<file path="src/rtl/dac_tx_pkg.sv">
// dac_tx_pkg: shared playback state encoding, sample type and midscale code
package dac_tx_pkg;
  localparam int SAMPLE_W = 12;
  typedef logic [SAMPLE_W-1:0] sample_t;
  localparam sample_t MIDSCALE = 12'h800;
  typedef enum logic [1:0] {IDLE, PRIME, RUN, UNDERRUN} state_t;
endpackage

</file>
<file path="src/rtl/sample_fifo.sv">
// sample_fifo: single-clock sample buffer with flush and occupancy (clk, rst_n, flush, push/push_data, pop/pop_data, level, ready)
module sample_fifo #(
  parameter int W = 12,
  parameter int DEPTH = 16
) (
  input  logic                   clk,
  input  logic                   rst_n,
  input  logic                   flush,
  input  logic                   push,
  input  logic [W-1:0]           push_data,
  input  logic                   pop,
  output logic [W-1:0]           pop_data,
  output logic [$clog2(DEPTH):0] level,
  output logic                   ready
);
  localparam int AW = $clog2(DEPTH);
  logic [W-1:0] mem [DEPTH];
  logic [AW-1:0] wptr, rptr;
  logic wr, rd;
  assign ready = level < (AW+1)'(DEPTH);
  assign wr = push && ready && !flush;
  assign rd = pop && level != '0 && !flush;
  assign pop_data = mem[rptr];
  always_ff @(posedge clk)
    if (wr) mem[wptr] <= push_data;
  always_ff @(posedge clk or negedge rst_n)
    if (!rst_n) begin
      wptr <= '0;
      rptr <= '0;
      level <= '0;
    end else if (flush) begin
      wptr <= '0;
      rptr <= '0;
      level <= '0;
    end else begin
      wptr <= wptr + AW'(wr);
      rptr <= rptr + AW'(rd);
      level <= level + (AW+1)'(wr) - (AW+1)'(rd);
    end
endmodule

</file>
<file path="src/rtl/dac_parallel_tx.sv">
// dac_parallel_tx: buffered parallel DAC player (CLOCK_50, RESET_N, enable, s_data/s_valid/s_ready in; DAC_DATA, DAC_CLK, level, underrun/clr_underrun)
module dac_parallel_tx
  import dac_tx_pkg::*;
#(
  parameter int DAC_MSB = 11,
  parameter int FIFO_DEPTH = 16,
  parameter int CLK_DIV = 4,
  parameter int PRIME_LEVEL = 8,
  parameter int SIGNED_IN = 1
) (
  input  logic                          CLOCK_50,
  input  logic                          RESET_N,
  input  logic                          enable,
  input  logic [DAC_MSB:0]              s_data,
  input  logic                          s_valid,
  output logic                          s_ready,
  output logic [DAC_MSB:0]              DAC_DATA,
  output logic                          DAC_CLK,
  output logic [$clog2(FIFO_DEPTH):0]   level,
  output logic                          underrun,
  input  logic                          clr_underrun
);
  localparam int LW = $clog2(FIFO_DEPTH) + 1;
  localparam int DW = $clog2(CLK_DIV);
  localparam logic [DAC_MSB:0] MID = (DAC_MSB+1)'(1) << DAC_MSB;
  state_t state;
  logic [DW-1:0] div, div_n;
  logic tick, pop, flush, starve;
  logic [DAC_MSB:0] head, code;
  assign flush = state != IDLE && !enable;
  assign tick = state != IDLE && div == DW'(CLK_DIV-1);
  assign div_n = (state == IDLE || flush || tick) ? '0 : div + 1'b1;
  assign pop = tick && enable && (state == PRIME ? level >= LW'(PRIME_LEVEL) : state == RUN && level != '0);
  assign starve = tick && enable && state == RUN && level == '0;
  assign code = (SIGNED_IN != 0) ? {~head[DAC_MSB], head[DAC_MSB-1:0]} : head;
  sample_fifo #(.W(DAC_MSB+1), .DEPTH(FIFO_DEPTH)) u_fifo (
    .clk(CLOCK_50),
    .rst_n(RESET_N),
    .flush(flush),
    .push(s_valid),
    .push_data(s_data),
    .pop(pop),
    .pop_data(head),
    .level(level),
    .ready(s_ready)
  );
  always_ff @(posedge CLOCK_50 or negedge RESET_N)
    if (!RESET_N) begin
      state <= IDLE;
      div <= '0;
      DAC_CLK <= 1'b0;
      DAC_DATA <= MID;
      underrun <= 1'b0;
    end else begin
      div <= div_n;
      DAC_CLK <= div_n >= DW'(CLK_DIV/2);
      underrun <= starve || (underrun && !clr_underrun);
      if (flush) begin
        state <= IDLE;
        DAC_DATA <= MID;
      end else
        case (state)
          IDLE: begin
            DAC_DATA <= MID;
            if (enable) state <= PRIME;
          end
          PRIME: if (pop) begin
            DAC_DATA <= code;
            state <= RUN;
          end
          RUN: if (tick) begin
            DAC_DATA <= pop ? code : MID;
            state <= pop ? RUN : UNDERRUN;
          end
          UNDERRUN: state <= PRIME;
          default: state <= IDLE;
        endcase
    end
endmodule

</file>
<file path="config.mk">
export PLATFORM = sky130hd
export DESIGN_NAME = dac_parallel_tx
export DESIGN_NICKNAME = d
export VERILOG_FILES = /design/src/rtl/dac_tx_pkg.sv /design/src/rtl/sample_fifo.sv /design/src/rtl/dac_parallel_tx.sv
export SDC_FILE = /design/constraint.sdc
export NUM_CORES = 1
export LEC_CHECK = 0
export CAP_MARGIN = 20
export CORE_MARGIN = 2
export CORE_UTILIZATION = 30
export CTS_CLUSTER_DIAMETER = 40
export DETAILED_ROUTE_END_ITERATION = 7
export GPL_TIMING_DRIVEN = 0
export PLACE_DENSITY = 0.55
export SYNTH_ARGS = -nofsm -noshare
export SYNTH_HDL_FRONTEND = slang
export SYNTH_SLANG_ARGS = --single-unit
</file>
<file path="constraint.sdc">
create_clock -name CLOCK_50 -period 4.25 [get_ports CLOCK_50]
set_input_delay 0.6375 -clock CLOCK_50 [delete_from_list [all_inputs] [get_ports CLOCK_50]]
set_output_delay 0.6375 -clock CLOCK_50 [all_outputs]
set_load 0.02 [all_outputs]
</file>
==> results of run 1 <==
[synth_stat cells (5+ instances only)]
cell type	number	area, µm²
sky130_fd_sc_hd__a22o_1	11	96.3
sky130_fd_sc_hd__a22oi_1	23	173
sky130_fd_sc_hd__clkbuf_1	11	41.3
sky130_fd_sc_hd__dfrtp_1	29	726
sky130_fd_sc_hd__edfxtp_1	192	5770
sky130_fd_sc_hd__ha_1	15	188
sky130_fd_sc_hd__inv_1	10	37.5
sky130_fd_sc_hd__mux4_2	45	1010
sky130_fd_sc_hd__nand2_1	17	63.8
sky130_fd_sc_hd__nand2b_1	5	31.3
sky130_fd_sc_hd__nor2_1	25	93.8
sky130_fd_sc_hd__nor2b_1	9	56.3
[worst max path at each step]
stage                        end  slack (ns)
2_1_floorplan   u_fifo.mem[0][0]        1.39
3_3_place_gp    u_fifo.mem[0][2]       -0.28
3_5_place_dp   u_fifo.mem[12][8]        0.70
4_1_cts          u_fifo.level[4]        1.03
5_1_grt          u_fifo.level[4]        0.70
6_report         u_fifo.level[4]        1.09
[metal layers]
layer / GRT usage / vias up
met5: 0 / -
met4: 0.0334 / 0
met3: 0.0317 / 35
met2: 0.209 / 152
met1: 0.182 / 2416
li1: - / 2034
[metrics by stage]
step,util,instances
after floorplan,-,461
after global placement,0.331,887
after detailed placement,0.337,902
after CTS,0.369,951
after global routing,0.369,951
final,0.369,951
[cell families after synthesis]
family	synth area share
AO/OA/AOI/OAI	0.0450
XOR/XNOR	0.00689
adder cells (fa/ha/maj)	0.0234
buffers and inverters	0.0197
flip-flops	0.733
multiplexers	0.122
AND/OR/NAND/NOR	0.0499
[flip-flops by register name, indices dropped and copies added, names as in the netlist]
signal,count
u_fifo.mem,192
underrun,1
u_fifo.wptr,4
DAC_CLK,1
DAC_DATA,12
u_fifo.rptr,4
div,1
u_fifo.level,5
state,2
[cell type report]
| cell class | count | area (µm²) |
|---|---|---|
| fillers | 2676 | 18600 |
| flip-flops and latches | 222 | 6520 |
| multi-input cells | 207 | 2230 |
| clock buffers | 29 | 683 |
| repair buffers | 51 | 509 |
| well taps | 390 | 488 |
| clock inverters | 20 | 244 |
| plain buffers | 22 | 138 |
| inverters | 10 | 37.5 |
[layout by cell type, fill, tap and decap left out, types with 3 or more instances in the layout]
cell type                           n
sky130_fd_sc_hd__edfxtp_1         192
sky130_fd_sc_hd__a21oi_1            4
sky130_fd_sc_hd__bufinv_16          4
sky130_fd_sc_hd__inv_1             10
sky130_fd_sc_hd__a22oi_1           23
sky130_fd_sc_hd__clkdlybuf4s50_1   35
sky130_fd_sc_hd__mux4_2            45
sky130_fd_sc_hd__inv_8              3
sky130_fd_sc_hd__buf_4              7
sky130_fd_sc_hd__ha_1              15
sky130_fd_sc_hd__clkinv_1           5
sky130_fd_sc_hd__a22o_1            11
sky130_fd_sc_hd__o21ai_0            3
sky130_fd_sc_hd__nor2b_1            9
sky130_fd_sc_hd__xor2_1             4
sky130_fd_sc_hd__dfrtp_1           29
sky130_fd_sc_hd__nor3_2             4
sky130_fd_sc_hd__clkbuf_16         27
sky130_fd_sc_hd__nand2b_1           5
sky130_fd_sc_hd__clkbuf_1          13
sky130_fd_sc_hd__xnor2_1            3
sky130_fd_sc_hd__buf_2              4
sky130_fd_sc_hd__nor2_1            23
sky130_fd_sc_hd__nand3_1            4
sky130_fd_sc_hd__nand2_1           17
sky130_fd_sc_hd__buf_6             12
[critical path: stages, from the launching register on]
cell	delay (ns)
sky130_fd_sc_hd__dfrtp_1	0.39
sky130_fd_sc_hd__inv_1	0.13
sky130_fd_sc_hd__ha_1	0.16
sky130_fd_sc_hd__nor4b_1	0.42
sky130_fd_sc_hd__o221ai_1	0.23
sky130_fd_sc_hd__nor3b_2	0.34
sky130_fd_sc_hd__xor2_1	0.18
sky130_fd_sc_hd__ha_1	0.19
sky130_fd_sc_hd__inv_1	0.06
sky130_fd_sc_hd__fa_1	0.40
sky130_fd_sc_hd__nand2b_1	0.16
sky130_fd_sc_hd__a21oi_1	0.17
sky130_fd_sc_hd__or3_1	0.12
sky130_fd_sc_hd__a21oi_1	0.06
[power breakdown]
group	switching, W	internal (W)
clock network	0.000927	0.00143
registers	0.0000913	0.00253
logic	0.000553	0.000416
==> results.md, run 1 <==
- Final total negative setup slack: 0 ns
- Global-route wire length before repair: 30.3 mm
- Via count: 4637
- Post-cts sizing count: 0
- Number of iterations in the first detailed-routing pass: 5
- Sinks on the clock net: 222
- GP Congestion: 0.785
- Critical path fanouts, max: 4
- Slew Limit Fails: 0
- Endpoint of the most critical register-to-register path: u_fifo.level[4]
- Total Nets Final: 574
- Total CTS buffers: 27
- Fraction of layout instances using a drive strength above 1: 0.228
- Synthesized netlist cell count: 461
- HPWL Detailed: 13.5 mm
- Worst path arrival time: 3.55 ns
- Initial antenna violation count: 0
- DR WL/cell: 20.9 µm
- Number of unique standard cell types used by synthesis: 50
- Crit path time final: 3.16 ns
- Warning count from the yosys run: 0
- Total global-route track usage: 0.131
- Final-report hold violation count: 0
- Average instance area after synthesis: 19.3 µm²
- Register-to-Register Path Depth: 13
- Sum of routed wire segments on met1: 8.75 mm
- Clock H-tree levels: 1
- Setup repair after global routing missed its margin: false
- Tightest hold margin: 0.184 ns
- Crit path launch type: flop
- Clock network latency to the later pin of the worst-skew pair: 0.54 ns
- Vias in the first global route: 4922
- Layout-stage area growth over the synthesis result: 21.9%
- Worst-path clk slew: 0.06 ns
- Highest routed layer: met4
- Die Span X: 176 µm
- Total power per unit cell area: 548 nW/µm²
- DRT antenna net count: 0
- VDD IR max: 0.330 mV
- Post-Place Setup Slack: 0.696 ns
- Starting Density: 0.303
- Maximum number of buffers from clock root to sink: 3
- Placeable Area: 29400 µm²
- Post-Place Cell Area: 9920 µm²
- Number of rows in the core area: 63
- # hold bufs at CTS: 0
- Start point of the critical path: u_fifo.level[2]
- Crit Reg-Reg Startpoint: u_fifo.level[2]
- Number of ports placed on the die boundary: 37
- Slew at the pin closest to its max-slew limit: 0.863 ns
- Maximum number of pins on one net before global-route repair: 31
- Routed wire length on met2: 9.35 mm
- Number of setup violations in the final report: 0
- Layout Cell Area excl Fill: 10800 µm²
- Endpoint class of the critical path: flop
- Async SR Flop Fraction: 0.135
- Number of storage elements in the synthesis netlist: 222
- Total routed wirelength: 19.9 mm
- Worst setup skew after layout: 0.0192 ns
- GRT Residual Overflow: 0
- Hold crit path type: in -> async
- Max-capacitance violation count: 0
- Reg-to-reg setup timing slack: 1.09 ns
- # Post-CTS Setup Buffers: 0
- Post-synth EDFFs: 192
- Worst EP required: 4.64 ns
- Max-Slew Margin vs Limit: 0.424
- Detail-routed via count per cell: 4.88
- Leak: 3.61 nW
- Mapped Nets: 494
- Final total power: 0.00595 W
- Worst Path Class, Setup: reg -> reg
- Height of the die: 176 µm
- Clock tree from TritonCTS: done
- Sequential share of the synthesized area: 0.733
- Achievable Freq: 0.317 GHz
- Primary flip-flop cell chosen by synthesis mapping: sky130_fd_sc_hd__edfxtp_1
- Full die area: 31000 µm²
- Result of the run: complete, no violations
- Number of buffers inserted by port buffering: 36
- Clock Tree Root: sky130_fd_sc_hd__clkbuf_16
- Met3 layer wire length in the routed design: 1.35 mm
- Antenna fix cells: 0
- Number of violations reported at the end of detailed-routing iteration 0: 499
- Final period utilization: 0.743
- Remaining DRCs: 0
- Final worst-path setup slack: 1.09 ns
- Post-synthesis cell area: 8890 µm²
Power figures use the tool's default switching activity.
==> inputs of run 2 (changes only) <==
--- a/config.mk
+++ b/config.mk
@@ -11,7 +11,7 @@
 export CTS_CLUSTER_DIAMETER = 40
 export DETAILED_ROUTE_END_ITERATION = 7
 export GPL_TIMING_DRIVEN = 0
-export PLACE_DENSITY = 0.55
+export PLACE_DENSITY = 0.57
 export SYNTH_ARGS = -nofsm -noshare
 export SYNTH_HDL_FRONTEND = slang
 export SYNTH_SLANG_ARGS = --single-unit
==> constraint.sdc (replaced) <==
create_clock -name CLOCK_50 -period 2.9 [get_ports CLOCK_50]
set_input_delay 0.435 -clock CLOCK_50 [delete_from_list [all_inputs] [get_ports CLOCK_50]]
set_output_delay 0.435 -clock CLOCK_50 [all_outputs]
set_load 0.02 [all_outputs]
==> results.md, run 2 (synthesis results as in run 1) <==
- Detail-routed via count per cell: 4.78 (was 4.88)
- Slew Limit Fails: 0 (unchanged)
- Master of the slowest instance on the critical path: sky130_fd_sc_hd__or4b_4 (was sky130_fd_sc_hd__nor4b_1)
- Number of buffers inserted by port buffering: 36 (unchanged)
- Height of the die: 176 µm (unchanged)
- Post-Place Cell Area: 9920 µm² (about the same)
- GP Congestion: 0.792 (was 0.785)
- Endpoint class of the critical path: flop (unchanged)
- Worst EP required: 3.28 ns (was 4.64 ns)
- Total CTS buffers: 28 (was 27)
- Slowest Stage Delay on Critical Path: 0.49 ns (was 0.42 ns)
- VDD IR max: 0.490 mV (was 0.330 mV)
- Leak: 3.64 nW (was 3.61 nW)
- Via count: 4584 (was 4637)
- Crit path time final: 2.76 ns (was 3.16 ns)
- Final-report hold violation count: 0 (unchanged)
- Hold crit path type: reg -> reg (was in -> async)
- Placeable Area: 29400 µm² (unchanged)
- Full die area: 31000 µm² (unchanged)
- Number of violations reported at the end of detailed-routing iteration 0: 284 (was 499)
- Starting Density: 0.303 (unchanged)
- Top flop regs: u_fifo.mem x192, DAC_DATA x12, u_fifo.level x5 (unchanged)
- Number of rows in the core area: 63 (unchanged)
- Final worst-path setup slack: 0.140 ns (was 1.09 ns)
- Crit path launch type: flop (unchanged)
- Maximum number of pins on one net before global-route repair: 31 (unchanged)
- Most common cell after layout, fill and taps aside: sky130_fd_sc_hd__edfxtp_1 (unchanged)
- Slew at the pin closest to its max-slew limit: 0.853 ns (was 0.863 ns)
- Number of cells in the finished layout apart from fillers: 959 (was 951)
- Clock network latency to the later pin of the worst-skew pair: 0.54 ns (about the same)
- Flip-flop count of the largest register, all copies and words added: 192 (unchanged)
- FILL cells: 2702 (was 2676)
- Post-Place Setup Slack: -0.481 ns (was 0.696 ns)
- Worst path arrival time: 3.14 ns (was 3.55 ns)
- Clock Tree Root: sky130_fd_sc_hd__clkbuf_16 (unchanged)
- Die Span X: 176 µm (unchanged)
- DRT antenna net count: 0 (unchanged)
- GRT Residual Overflow: 0 (unchanged)
- Total global-route track usage: 0.128 (was 0.131)
- Initial antenna violation count: 0 (unchanged)
- Clock H-tree levels: 1 (unchanged)
- Total routed wirelength: 19.6 mm (was 19.9 mm)
- Maximum number of buffers from clock root to sink: 3 (unchanged)
- Total power per unit cell area: 795 nW/µm² (was 548 nW/µm²)
- DR WL/cell: 20.4 µm (was 20.9 µm)
- Antenna fix cells: 0 (unchanged)
- Max-capacitance violation count: 0 (unchanged)
- Max-Slew Margin vs Limit: 0.431 (was 0.424)
- HPWL Detailed: 13.5 mm (about the same)
- Remaining DRCs: 0 (unchanged)
- Number of setup violations in the final report: 0 (unchanged)
- Layout Cell Area excl Fill: 10900 µm² (was 10800 µm²)
- Global-route wire length before repair: 29.6 mm (was 30.3 mm)
- Vias in the first global route: 4846 (was 4922)
- Commonest cells after routing, fill and taps aside: 192 x sky130_fd_sc_hd__edfxtp_1, 45 x sky130_fd_sc_hd__mux4_2, 35 x sky130_fd_sc_hd__clkdlybuf4s50_1 (unchanged)
- Ordered list of cells on the worst path: inv_2, buf_4, ha_1, or4b_4, nor3b_2, xor2_1, ha_2, inv_1, fa_2, nand2b_1, a21oi_2, or3_1, a21oi_1 (was inv_1, ha_1, nor4b_1, o221ai_1, nor3b_2, xor2_1, ha_1, inv_1, fa_1, nand2b_1, a21oi_1, or3_1, a21oi_1)
- Total Nets Final: 582 (was 574)
- Placed Cells incl. Taps: 903 (was 902)
- Most flop-heavy register: u_fifo.mem (unchanged)
- Number of iterations in the first detailed-routing pass: 4 (was 5)
- Worst Path Class, Setup: reg -> reg (unchanged)
- Worst-path clk slew: 0.06 ns (about the same)
- Number of ports placed on the die boundary: 37 (unchanged)
- Critical path fanouts, max: 5 (was 4)
- Result of the run: complete, no violations (unchanged)
- Fraction of layout instances using a drive strength above 1: 0.262 (was 0.228)
- Clock tree from TritonCTS: done (unchanged)
- Achievable Freq: 0.362 GHz (was 0.317 GHz)
- Worst setup skew after layout: 0.0236 ns (was 0.0192 ns)
- Final period utilization: 0.952 (was 0.743)
- Sinks on the clock net: 222 (unchanged)
- Layout-stage area growth over the synthesis result: 22.9% (was 21.9%)
run 2: cell types whose count changed in the layout (fill, tap and decap cells not counted), moves of 2 or more:
cell / before / now
sky130_fd_sc_hd__buf_4: 7 / 14
sky130_fd_sc_hd__clkinv_2: 2 / 6
sky130_fd_sc_hd__clkinv_1: 5 / 2
sky130_fd_sc_hd__bufinv_16: 4 / 2
sky130_fd_sc_hd__clkinv_4: 2 / 0
sky130_fd_sc_hd__ha_1: 15 / 13
sky130_fd_sc_hd__inv_1: 10 / 8
sky130_fd_sc_hd__inv_2: 0 / 2
sky130_fd_sc_hd__inv_6: 1 / 3
sky130_fd_sc_hd__nor2_1: 23 / 21
sky130_fd_sc_hd__nor2_2: 2 / 4
run 2: per-layer routing:
layer  part of all wire  vias to the layer above  track usage
met1               0.44                     2391        0.169
met3              0.041                       31       0.0220
li1                   -                     2046            -
met4              0.025                        0       0.0379
met5                  0                        -            0
met2               0.50                      116        0.219
run 2: area by class of cell:
type,instances,area [µm²],area share
Clock buffer,31,712,0.0651
Multi-Input combinational cell,207,2290,0.210
Clock inverter,19,189,0.0173
Inverter,10,37.5,0.00343
Sequential cell,222,6520,0.596
Tap cell,390,488,0.0446
Timing Repair Buffer,58,561,0.0513
Buffer,22,138,0.0126
run 2: path summary, 6_finish.rpt:
path | start | endpoint | slack [ns] | cells past startpoint
max in group asynchronous | RESET_N | u_fifo.rptr[1] | 1.93 | 2
worst max register to register | u_fifo.level[2] | u_fifo.level[4] | 0.14 | 13
worst min register to register | div[0] | div[0] | 0.46 | 1
worst min-delay path | div[0] | div[0] | 0.46 | 1
min in group asynchronous | RESET_N | DAC_DATA[2] | 0.50 | 2
worst max-delay path | u_fifo.level[2] | u_fifo.level[4] | 0.14 | 13
run 2: stage by stage:
step                utilization  hold WS (ns)  TNS [ns]  total power, W
floorplan                     -         0.139         0         0.00473
global placement          0.331         0.433   -132.57         0.00524
detailed placement        0.337         0.458    -34.13         0.00534
CTS                       0.370         0.465    -0.120         0.00868
global route              0.372         0.485   -0.0192         0.00905
finish                    0.372         0.462         0         0.00869
run 2: report_power, final:
group | leakage (nW) | internal (W) | switching [W] | total, W
clock network | 0.442 | 0.00198 | 0.00134 | 0.00331
logic | 1.06 | 0.000677 | 0.000830 | 0.00151
registers | 2.13 | 0.00371 | 0.000163 | 0.00387
run 2: critical path: cells and delay by family (launching register included):
kind	cells	cell delay [ns]
compound gates	2	0.20
fa+ha+maj	3	0.66
flops	1	0.39
buf+inv	3	0.21
simple gates	4	0.97
xor+xnor	1	0.17
run 2: what timing repair did:
action,CTS,global route
gates resized for setup,8,10
pin swaps,1,3
endpoints found under the setup margin,58,110
setup buffers,1,4
hold endpoints to repair,28,0
hold buffers,1,0
